**config.mk**
```make
export PLATFORM = sky130hd
export DESIGN_NAME = xm_sequencer_flat
export DESIGN_NICKNAME = d
export VERILOG_FILES = /design/src/rtl/xm_sequencer_if.sv /design/src/rtl/xm_sequencer.sv /design/src/flat_wrapper.sv
export SDC_FILE = /design/constraint.sdc
export NUM_CORES = 1
export LEC_CHECK = 0
export CAP_MARGIN = 20
export CORE_MARGIN = 3
export CORE_UTILIZATION = 40
export DETAILED_ROUTE_END_ITERATION = 10
export PLACE_DENSITY = 0.75
export SETUP_SLACK_MARGIN = 0.02
export SYNTH_ARGS = -nofsm -noshare
export SYNTH_HDL_FRONTEND = slang
export SYNTH_SLANG_ARGS = --single-unit
```
**constraint.sdc**
```tcl
create_clock -name clk_i -period 1.9 [get_ports clk_i]
set_input_delay 0.57 -clock clk_i [delete_from_list [all_inputs] [get_ports clk_i]]
set_output_delay 0.57 -clock clk_i [all_outputs]
set_load 0.03 [all_outputs]
```
**src/rtl/xm_sequencer_if.sv**
```systemverilog
// Control bundle between the X-Makina sequencer and its datapath/debug logic.
// Purely signal grouping; no timing of its own.
// Handshake is memRdy_i only; the sequencer stalls in its wait states until it is seen.
interface xm_sequencer_if #(
  parameter int RET_W = 32
);
  // Inputs to the sequencer
  logic             memRdy_i;
  logic [2:0]       instrClass_i;
  logic             branchTaken_i;
  logic             badMem_i;
  logic             dbgHalt_i;
  logic             dbgStep_i;

  // Datapath strobes
  logic             memEn_o;
  logic             memWe_o;
  logic             pcWr_o;
  logic             regWr_o;
  logic             irWr_o;
  logic             flagsWr_o;
  logic             tempWr_o;

  // Datapath selects
  logic             pcSel_o;
  logic [1:0]       adrSel_o;
  logic [1:0]       aluBSel_o;
  logic [2:0]       regWrSel_o;

  // Status
  logic             halted_o;
  logic             fault_o;
  logic [1:0]       faultCode_o;
  logic [RET_W-1:0] retired_o;

  // Sequencer side
  modport master (
    input  memRdy_i, instrClass_i, branchTaken_i, badMem_i, dbgHalt_i, dbgStep_i,
    output memEn_o, memWe_o, pcWr_o, regWr_o, irWr_o, flagsWr_o, tempWr_o,
    output pcSel_o, adrSel_o, aluBSel_o, regWrSel_o,
    output halted_o, fault_o, faultCode_o, retired_o
  );

  // Datapath / debug side
  modport slave (
    output memRdy_i, instrClass_i, branchTaken_i, badMem_i, dbgHalt_i, dbgStep_i,
    input  memEn_o, memWe_o, pcWr_o, regWr_o, irWr_o, flagsWr_o, tempWr_o,
    input  pcSel_o, adrSel_o, aluBSel_o, regWrSel_o,
    input  halted_o, fault_o, faultCode_o, retired_o
  );
endinterface

```
**src/rtl/xm_sequencer.sv**
```systemverilog
// Multi-cycle fetch/decode/execute/memory sequencer for the X-Makina datapath.
// Latency: 4 cycles per register instruction, 5+ for load/store (plus memory wait cycles).
// Backpressure: stalls in FETCH_WAIT/MEM_WAIT until memRdy_i; faults after TIMEOUT idle cycles.
module xm_sequencer #(
  parameter int TIMEOUT = 16,
  parameter int RET_W   = 32
) (
  input  logic          clk_i,
  input  logic          arst_i,
  xm_sequencer_if.master bus
);

  localparam int CNT_W = $clog2(TIMEOUT + 1);
  localparam logic [CNT_W-1:0] CNT_LIMIT = CNT_W'(TIMEOUT);

  // State encoding
  localparam logic [2:0] S_FETCH      = 3'd0;
  localparam logic [2:0] S_FETCH_WAIT = 3'd1;
  localparam logic [2:0] S_DECODE     = 3'd2;
  localparam logic [2:0] S_EXEC       = 3'd3;
  localparam logic [2:0] S_MEM_WAIT   = 3'd4;
  localparam logic [2:0] S_HALT       = 3'd5;
  localparam logic [2:0] S_FAULT      = 3'd6;

  // Instruction classes from the decoder
  localparam logic [2:0] C_ALU_REG   = 3'd0;
  localparam logic [2:0] C_ALU_CONST = 3'd1;
  localparam logic [2:0] C_MOVE_IMM  = 3'd2;
  localparam logic [2:0] C_LOAD      = 3'd3;
  localparam logic [2:0] C_STORE     = 3'd4;
  localparam logic [2:0] C_BRANCH    = 3'd5;

  // Fault causes
  localparam logic [1:0] F_INVALID = 2'd1;
  localparam logic [1:0] F_BADMEM  = 2'd2;
  localparam logic [1:0] F_TIMEOUT = 2'd3;

  logic [2:0]       state_q, state_d;
  logic [CNT_W-1:0] cnt_q, cnt_d;
  logic [2:0]       class_q, class_d;
  logic [RET_W-1:0] retired_q, retired_d;
  logic [1:0]       code_q, code_d;
  // step_pend: a single step was granted and its instruction has not retired yet.
  // step_ret:  the stepped instruction retired; the next FETCH goes back to HALT.
  logic             step_pend_q, step_pend_d;
  logic             step_ret_q, step_ret_d;

  logic [CNT_W-1:0] cnt_inc;
  logic             timed_out;
  logic             retire;

  logic             mem_en, mem_we, pc_wr, reg_wr, ir_wr, flags_wr;
  logic             pc_sel;
  logic [1:0]       adr_sel, alub_sel;
  logic [2:0]       reg_wr_sel;

  // Next-state, datapath strobes and selects from current state plus live inputs
  always_comb begin
    state_d     = state_q;
    class_d     = class_q;
    code_d      = code_q;
    step_pend_d = step_pend_q;
    step_ret_d  = step_ret_q;
    retired_d   = retired_q;
    retire      = 1'b0;
    cnt_inc     = cnt_q + CNT_W'(1);
    timed_out   = (cnt_inc == CNT_LIMIT);

    mem_en      = 1'b0;
    mem_we      = 1'b0;
    pc_wr       = 1'b0;
    reg_wr      = 1'b0;
    ir_wr       = 1'b0;
    flags_wr    = 1'b0;
    pc_sel      = 1'b0;
    adr_sel     = 2'd0;
    alub_sel    = 2'd0;
    reg_wr_sel  = 3'd0;

    case (state_q)
      S_FETCH: begin
        // While a step is pending the still-asserted halt level must not stop the fetch.
        if ((bus.dbgHalt_i && !step_pend_q) || step_ret_q) begin
          state_d    = S_HALT;
          step_ret_d = 1'b0;
        end else begin
          mem_en  = 1'b1;
          adr_sel = 2'd0;
          if (bus.badMem_i) begin
            state_d = S_FAULT;
            code_d  = F_BADMEM;
          end else begin
            state_d = S_FETCH_WAIT;
          end
        end
      end

      S_FETCH_WAIT: begin
        if (bus.memRdy_i) begin
          ir_wr   = 1'b1;
          pc_wr   = 1'b1;
          pc_sel  = 1'b0;
          state_d = S_DECODE;
        end else if (timed_out) begin
          state_d = S_FAULT;
          code_d  = F_TIMEOUT;
        end
      end

      S_DECODE: begin
        class_d = bus.instrClass_i;
        if (bus.instrClass_i[2:1] == 2'b11) begin
          state_d = S_FAULT;
          code_d  = F_INVALID;
        end else begin
          state_d = S_EXEC;
        end
      end

      S_EXEC: begin
        case (class_q)
          C_ALU_REG, C_ALU_CONST: begin
            reg_wr     = 1'b1;
            flags_wr   = 1'b1;
            reg_wr_sel = 3'd0;
            alub_sel   = (class_q == C_ALU_CONST) ? 2'd1 : 2'd0;
            retire     = 1'b1;
            state_d    = S_FETCH;
          end
          C_MOVE_IMM: begin
            reg_wr     = 1'b1;
            reg_wr_sel = 3'd3;
            retire     = 1'b1;
            state_d    = S_FETCH;
          end
          C_BRANCH: begin
            pc_wr   = bus.branchTaken_i;
            pc_sel  = bus.branchTaken_i;
            retire  = 1'b1;
            state_d = S_FETCH;
          end
          C_LOAD, C_STORE: begin
            adr_sel  = 2'd2;
            alub_sel = 2'd2;
            // A bad address never reaches the memory bus.
            if (bus.badMem_i) begin
              state_d = S_FAULT;
              code_d  = F_BADMEM;
            end else begin
              mem_en  = 1'b1;
              mem_we  = (class_q == C_STORE);
              state_d = S_MEM_WAIT;
            end
          end
          default: begin
            // Invalid classes are trapped in DECODE; treat a stray one the same way.
            state_d = S_FAULT;
            code_d  = F_INVALID;
          end
        endcase
      end

      S_MEM_WAIT: begin
        if (bus.memRdy_i) begin
          if (class_q == C_LOAD) begin
            reg_wr     = 1'b1;
            reg_wr_sel = 3'd2;
          end
          retire  = 1'b1;
          state_d = S_FETCH;
        end else if (timed_out) begin
          state_d = S_FAULT;
          code_d  = F_TIMEOUT;
        end
      end

      S_HALT: begin
        if (bus.dbgStep_i) begin
          step_pend_d = 1'b1;
          state_d     = S_FETCH;
        end else if (!bus.dbgHalt_i) begin
          state_d = S_FETCH;
        end
      end

      S_FAULT: begin
        state_d = S_FAULT;
      end

      default: begin
        state_d = S_FETCH;
      end
    endcase

    if (retire) begin
      retired_d = retired_q + RET_W'(1);
      if (step_pend_q) begin
        step_pend_d = 1'b0;
        step_ret_d  = 1'b1;
      end
    end

    // The wait counter only runs while parked in a wait state; any move clears it.
    cnt_d = '0;
    if ((state_d == state_q) && ((state_q == S_FETCH_WAIT) || (state_q == S_MEM_WAIT))) begin
      cnt_d = cnt_inc;
    end
  end

  // Sequencer state registers, cleared immediately by reset
  always_ff @(posedge clk_i or negedge arst_i) begin
    if (!arst_i) begin
      state_q     <= S_FETCH;
      cnt_q       <= '0;
      class_q     <= 3'd0;
      retired_q   <= '0;
      code_q      <= 2'd0;
      step_pend_q <= 1'b0;
      step_ret_q  <= 1'b0;
    end else begin
      state_q     <= state_d;
      cnt_q       <= cnt_d;
      class_q     <= class_d;
      retired_q   <= retired_d;
      code_q      <= code_d;
      step_pend_q <= step_pend_d;
      step_ret_q  <= step_ret_d;
    end
  end

  // Strobes are gated by reset so an in-flight access is dropped at once.
  assign bus.memEn_o     = arst_i & mem_en;
  assign bus.memWe_o     = arst_i & mem_we;
  assign bus.pcWr_o      = arst_i & pc_wr;
  assign bus.regWr_o     = arst_i & reg_wr;
  assign bus.irWr_o      = arst_i & ir_wr;
  assign bus.flagsWr_o   = arst_i & flags_wr;
  assign bus.tempWr_o    = 1'b0;
  assign bus.pcSel_o     = arst_i & pc_sel;
  assign bus.adrSel_o    = arst_i ? adr_sel : 2'd0;
  assign bus.aluBSel_o   = arst_i ? alub_sel : 2'd0;
  assign bus.regWrSel_o  = arst_i ? reg_wr_sel : 3'd0;

  assign bus.halted_o    = (state_q == S_HALT);
  assign bus.fault_o     = (state_q == S_FAULT);
  assign bus.faultCode_o = code_q;
  assign bus.retired_o   = retired_q;

endmodule
```
**src/flat_wrapper.sv**
```systemverilog
// flat-port wrapper written by rule: the top's interface ports become plain ports
module xm_sequencer_flat 
#(
  parameter int TIMEOUT = 16,
  parameter int RET_W   = 32
)
  (clk_i, arst_i, bus_memRdy_i, bus_instrClass_i, bus_branchTaken_i, bus_badMem_i, bus_dbgHalt_i, bus_dbgStep_i, bus_memEn_o, bus_memWe_o, bus_pcWr_o, bus_regWr_o, bus_irWr_o, bus_flagsWr_o, bus_tempWr_o, bus_pcSel_o, bus_adrSel_o, bus_aluBSel_o, bus_regWrSel_o, bus_halted_o, bus_fault_o, bus_faultCode_o, bus_retired_o);
  xm_sequencer_if #(.RET_W(RET_W)) bus_i ();
  input  logic clk_i;
  input  logic arst_i;
  input wire logic [$bits(bus_i.memRdy_i)-1:0] bus_memRdy_i;
  input wire logic [$bits(bus_i.instrClass_i)-1:0] bus_instrClass_i;
  input wire logic [$bits(bus_i.branchTaken_i)-1:0] bus_branchTaken_i;
  input wire logic [$bits(bus_i.badMem_i)-1:0] bus_badMem_i;
  input wire logic [$bits(bus_i.dbgHalt_i)-1:0] bus_dbgHalt_i;
  input wire logic [$bits(bus_i.dbgStep_i)-1:0] bus_dbgStep_i;
  output wire logic [$bits(bus_i.memEn_o)-1:0] bus_memEn_o;
  output wire logic [$bits(bus_i.memWe_o)-1:0] bus_memWe_o;
  output wire logic [$bits(bus_i.pcWr_o)-1:0] bus_pcWr_o;
  output wire logic [$bits(bus_i.regWr_o)-1:0] bus_regWr_o;
  output wire logic [$bits(bus_i.irWr_o)-1:0] bus_irWr_o;
  output wire logic [$bits(bus_i.flagsWr_o)-1:0] bus_flagsWr_o;
  output wire logic [$bits(bus_i.tempWr_o)-1:0] bus_tempWr_o;
  output wire logic [$bits(bus_i.pcSel_o)-1:0] bus_pcSel_o;
  output wire logic [$bits(bus_i.adrSel_o)-1:0] bus_adrSel_o;
  output wire logic [$bits(bus_i.aluBSel_o)-1:0] bus_aluBSel_o;
  output wire logic [$bits(bus_i.regWrSel_o)-1:0] bus_regWrSel_o;
  output wire logic [$bits(bus_i.halted_o)-1:0] bus_halted_o;
  output wire logic [$bits(bus_i.fault_o)-1:0] bus_fault_o;
  output wire logic [$bits(bus_i.faultCode_o)-1:0] bus_faultCode_o;
  output wire logic [$bits(bus_i.retired_o)-1:0] bus_retired_o;
  assign bus_i.memRdy_i = bus_memRdy_i;
  assign bus_i.instrClass_i = bus_instrClass_i;
  assign bus_i.branchTaken_i = bus_branchTaken_i;
  assign bus_i.badMem_i = bus_badMem_i;
  assign bus_i.dbgHalt_i = bus_dbgHalt_i;
  assign bus_i.dbgStep_i = bus_dbgStep_i;
  assign bus_memEn_o = bus_i.memEn_o;
  assign bus_memWe_o = bus_i.memWe_o;
  assign bus_pcWr_o = bus_i.pcWr_o;
  assign bus_regWr_o = bus_i.regWr_o;
  assign bus_irWr_o = bus_i.irWr_o;
  assign bus_flagsWr_o = bus_i.flagsWr_o;
  assign bus_tempWr_o = bus_i.tempWr_o;
  assign bus_pcSel_o = bus_i.pcSel_o;
  assign bus_adrSel_o = bus_i.adrSel_o;
  assign bus_aluBSel_o = bus_i.aluBSel_o;
  assign bus_regWrSel_o = bus_i.regWrSel_o;
  assign bus_halted_o = bus_i.halted_o;
  assign bus_fault_o = bus_i.fault_o;
  assign bus_faultCode_o = bus_i.faultCode_o;
  assign bus_retired_o = bus_i.retired_o;
  xm_sequencer #(.TIMEOUT(TIMEOUT), .RET_W(RET_W)) u_core (.clk_i(clk_i), .arst_i(arst_i), .bus(bus_i));
endmodule
```
== Word-level counts from Yosys, hierarchy flattened ==
Cells that the tools add are included.
W data, S select, Z words.
Cells by class
  $add $sub $neg: 2
  multipliers: 0
  divide/modulo/power cells: 0
  order comparisons: 0
  equality and inequality tests: 19
  shift-type cells: 0
  multiplexer cells: 59
  bitwise gates (word level): 7
  reduce and logical (&&, ||, !) cells: 14
Operator list (number)
  $add A32 B1 Y32 const B: 1
  $mux W3: 10
  $mux W2: 13
  $mux W1: 25
  $pmux W3 S7: 1
  $eq A3 B3 Y1 const B: 5
  $eq A3 B2 Y1 const B: 4
  $pmux W3 S2: 2
  $pmux W1 S2: 4
  $pmux W2 S2: 2
  $pmux W2 S4: 1
  $and A1 B1 Y1: 7
  $eq A3 B1 Y1 const B: 2
  $logic_not A3 Y1: 2
  $ne A2 B2 Y1 const B: 3
  $reduce_and A6 Y1: 1
  $reduce_or A2 Y1: 3
  $add A5 B1 Y5 const B: 1
  $eq A5 B5 Y1 const B: 1
  $mux W5: 1
  $ne A2 B1 Y1 const B: 2
  $reduce_bool A4 Y1: 1
  $reduce_or A4 Y1: 1
  $eq A3 B3 Y1: 1
  5 further kinds: 7
Word-level totals
  register bits after elaboration: 47
  bits in latches: 0
  bits in writable memories: 0
  memory bits (read-only): 0
  input bits: 10
  output and inout port bits: 51
  memories: 0

== Logic depth before layout (Yosys ltp) ==
  depth after elaboration: 8
  mapped depth: 7
  gate-level depth less buffers: 6

== Worst setup path after synthesis ==
No wires, ideal clock.
  path type: reg-to-output
  start point: register u_core.state_q[1]
  end point: output bus_aluBSel_o[0]
  arrival time: 1893 ps
  required time: 1330 ps
  setup slack: -563 ps
  stages on the path, launching flop included: 6
  path buffers: 1
  cells stage by stage: dfrtp_1 -> buf_2 -> and3b_4 -> nand2_1 -> nor3_1 -> and2_1
Between the ends
  cells in the longest elaborated chain, start to end: 3
RTL lines
  from (decl): RTL line xm_sequencer.sv:38  | logic [2:0] state_q, state_d;
  from (signal assigned): RTL line xm_sequencer.sv:221  | state_q <= state_d;
  $eq A3 B2 Y1: RTL line xm_sequencer.sv:80  | case (state_q)
  $mux W2: RTL line xm_sequencer.sv:80
  $mux W2: RTL line xm_sequencer.sv:241  | assign bus.aluBSel_o = arst_i ? alub_sel : 2'd0;
  to (decl): RTL line flat_wrapper.sv:26  | output wire logic [$bits(bus_i.aluBSel_o)-1:0] bus_aluBSel_o;
No other way between the ends.

== Worst setup path in the final report ==
  start point: register u_core.state_q[2]
  end point: output bus_aluBSel_o[0]
Same word-level chain as after synthesis.

==> impl_metrics.py <==
metrics = {
    "route": {
        "drc": 0,
        "antenna_left": 0,
        "vias": 2343,
        "drt-total-wl_um": 6740,
        "post_drt_via_cell_ratio": 5.21,
        "wl_per_cell_um": 15.0,
        "drt-pass1-iter-count": 4,
        "first_iter_violations": 52,
    },
    "clock_tree": {
        "cts_htree_levels": 2,
        "clk_pin_slew_ns": 0.09,
        "cts.sinks": 47,
        "clock_path_buffers": 2,
        "cts_hold_buf": 0,
        "insertion_delay_ns": 0.30,
        "cts_buffers": 5,
        "cts_root_buf": "clkbuf_8",
        "cts_tree": "built",
    },
    "timing": {
        "max-slew-margin-rel": 0.604,
        "fin_ws_ns": -0.267,
        "slew_violations": 0,
        "rsz0062_at_grt": "yes",
        "worst_hold_slack_ns": 0.495,
        "worst_pin_slew_ns": 0.594,
        "fmax_mhz": 461,
        "period_minus_slack_ns": 2.17,
        "post-route-period-util": 1.14,
        "clock-skew-final_ns": 0.00940,
        "finalSetupViolations": 15,
        "finalHoldViolations": 0,
    },
    "floorplan": {
        "placementRows": 29,
        "die_h_um": 87.6,
        "core_region_area_um2": 6390,
        "die_area_um2": 7670,
        "pin_count": 61,
        "die_w_um": 87.6,
        "initial_core_util": 0.417,
    },
    "synthesis": {
        "ys.flop_type": "dfrtp_1",
        "synth_area_um2": 2660,
        "async_flop_share": 1.00,
        "ys_top_cells_by_area": "dfrtp_1 (44%), xnor2_1 (6.3%), xor2_1 (5.3%)",
        "yosys.area.top_type": "dfrtp_1",
        "synth_edf_count": 0,
        "synth_cells": 270,
        "synthDistinctLibCells": 57,
        "yosysSeqAreaShare": 0.442,
        "yosysWarnings": 0,
        "synth_area_per_cell_um2": 9.86,
        "ys_seq_elements": 47,
        "synth_top_area_share": 0.442,
    },
    "worst_setup_path": {
        "critPathLaunchType": "register",
        "crit_end": "bus_aluBSel_o[0]",
        "crit_path_cell_trace": "and3b_4 > nand2_4 > nor3_4 > and2_4 > buf_6",
        "r2r_slack_ns": -0.04,
        "crit_fanout": 5,
        "reg2reg_depth": 7,
        "r2r-end": "u_core.state_q[2]$_DFF_PN0_",
        "end_kind": "primary output",
        "max_stage_delay_ns": 0.46,
        "critPathLaunch": "u_core.state_q[2]$_DFF_PN0_",
        "cp_slowest_cell": "dfrtp_2",
        "required_ns": 1.33,
        "r2r_start": "u_core.state_q[1]$_DFF_PN0_",
        "crit_type": "reg -> out",
        "worstPathArrival_ns": 1.60,
    },
    "global_route": {
        "gr-total-overflow": 0,
        "grt.total_usage": 0.182,
        "grt_max_degree": 48,
        "antenna_found_initial": 0,
        "grt_pass1_vias": 2321,
        "grt_pass1_wl_um": 11200,
    },
    "layout": {
        "antenna_cells": 0,
        "layout-drive-gt1-share": 0.389,
        "final_nets": 385,
        "syn2layout_area_growth_pct": 49.3,
        "nFillCells": 542,
        "utilization": 0.622,
    },
    "power": {
        "vdd_drop_max_mv": 0.759,
        "cellPowerDensity_nw_per_um2": 1110,
        "power_uw": 4420,
        "cellLeakagePower_uw": 0.00191,
    },
    "worst_hold_path": {
        "worstHoldStart": "u_core.bus.retired_o[31]$_DFFE_PN0P_",
        "hold_path.class": "reg -> reg",
    },
    "place": {
        "post-place-ws_ns": -0.471,
        "port_buffers": 57,
        "dpl.hpwl_um": 4710,
        "gp_congestion": 0.848,
    },
    "run": {
        "maxCapViolations": 0,
    },
    "run_status": {
        "outcome": "finished with violations",
        "failed_checks": "setup timing",
    },
}
## power by group
group	internal [uW]	total, uW	switching (uW)
logic	1150	2410	1260
clock network	286	607	321
registers	1180	1400	225
## flip-flops by register name (all words and copies together) (netlist names)
| register | cells |
|---|---|
| u_core.step_pend_q | 1 |
| u_core.class_q | 3 |
| u_core.step_ret_q | 1 |
| u_core.bus.faultCode_o | 2 |
| u_core.bus.retired_o | 32 |
| u_core.state_q | 3 |
| u_core.cnt_q | 5 |
## Yosys cell counts (5+ instances only)
master	count
a21oi_1	10
buf_2	5
xnor2_1	19
nand4_1	5
nand3_1	13
nand2b_1	7
nor2_1	23
o21ai_0	6
inv_1	7
nor3_1	11
xor2_1	16
dfrtp_1	47
and3_1	9
nand2_1	26
## routing by layer
layer | routed length [um] | vias up | global-route usage | share of wire
met5 | 0 | - | 0 | 0
met4 | 108 | 0 | 0.0544 | 0.016
li1 | - | 1134 | - | -
met2 | 3490 | 47 | 0.313 | 0.52
met3 | 235 | 11 | 0.0273 | 0.035
met1 | 2910 | 1151 | 0.237 | 0.43
## critical path, delay by kind of cell (launching register included)
kind | cells | cell delay, ns
buffers and inverters | 1 | 0.12
flip-flops | 1 | 0.46
AND/OR/NAND/NOR | 4 | 0.71
## placed cells by master (no fill, tap or decap), drive strengths merged, types with 2 or more instances in the layout
master and instances:
dfrtp 47, nand2b 7, inv 7, buf 65, xor2 16, and3 10
mux2 4, dlygate4sd2 36, o31ai 2, clkbuf 6, o21ai 6, a211oi 2
nand3 13, nand2 26, conb 3, nand4b 2, nor3b 3, and4 6
xnor2 19, ha 2, and2 4, nor2b 3, clkdlybuf4s50 5, nor2 24
a21oi 10, nor3 14, or2 2, nand4 8
## worst min path at each step
stage / endpoint / slack (ns) / depth (start not counted)
global route: u_core.bus.retired_o[31]$_DFFE_PN0P_ / 0.51 / 1
global placement: u_core.bus.retired_o[31]$_DFFE_PN0P_ / 0.45 / 1
detailed placement: u_core.bus.faultCode_o[0]$_DFFE_PN0P_ / 0.49 / 1
finish: u_core.bus.retired_o[31]$_DFFE_PN0P_ / 0.49 / 1
floorplan: u_core.bus.faultCode_o[0]$_DFFE_PN0P_ / 0.27 / 0
CTS: u_core.bus.retired_o[20]$_DFFE_PN0P_ / 0.49 / 2
## cell type report
class	instances	area, um2	area share
timing repair buffer	107	937	0.236
clock buffer	6	82.6	0.0208
clock inverter	1	5.00	0.00126
tap	77	96.3	0.0243
sequential	47	1180	0.298
inverter	7	28.8	0.00724
multi-input combinational	205	1640	0.413
## cells by family after synthesis
kind of cell | synth area share
adders and majority gates | 0.00940
buffers and inverters | 0.0390
xor gates and xnor gates | 0.115
AOI/OAI and AO/OA | 0.0870
and+or+nand+nor | 0.284
muxes | 0.0221
other | 0.00141
DFF | 0.442
## per-stage QoR
stage	std cells	area, um2	setup TNS [ns]
floorplan	272	2730	-0.490
global placement	431	3570	-13.78
detailed placement	431	3570	-15.36
CTS	447	3820	-2.44
global route	450	3970	-3.98
finish	450	3970	-2.64
## repair_timing
action / CTS / global route
hold endpoints to repair: 0 / 0
setup buffers: 9 / 3
gates resized for setup: 78 / 31
pin swaps: 10 / 16
setup endpoints to repair: 75 / 32
Power figures use the tool's default switching activity.
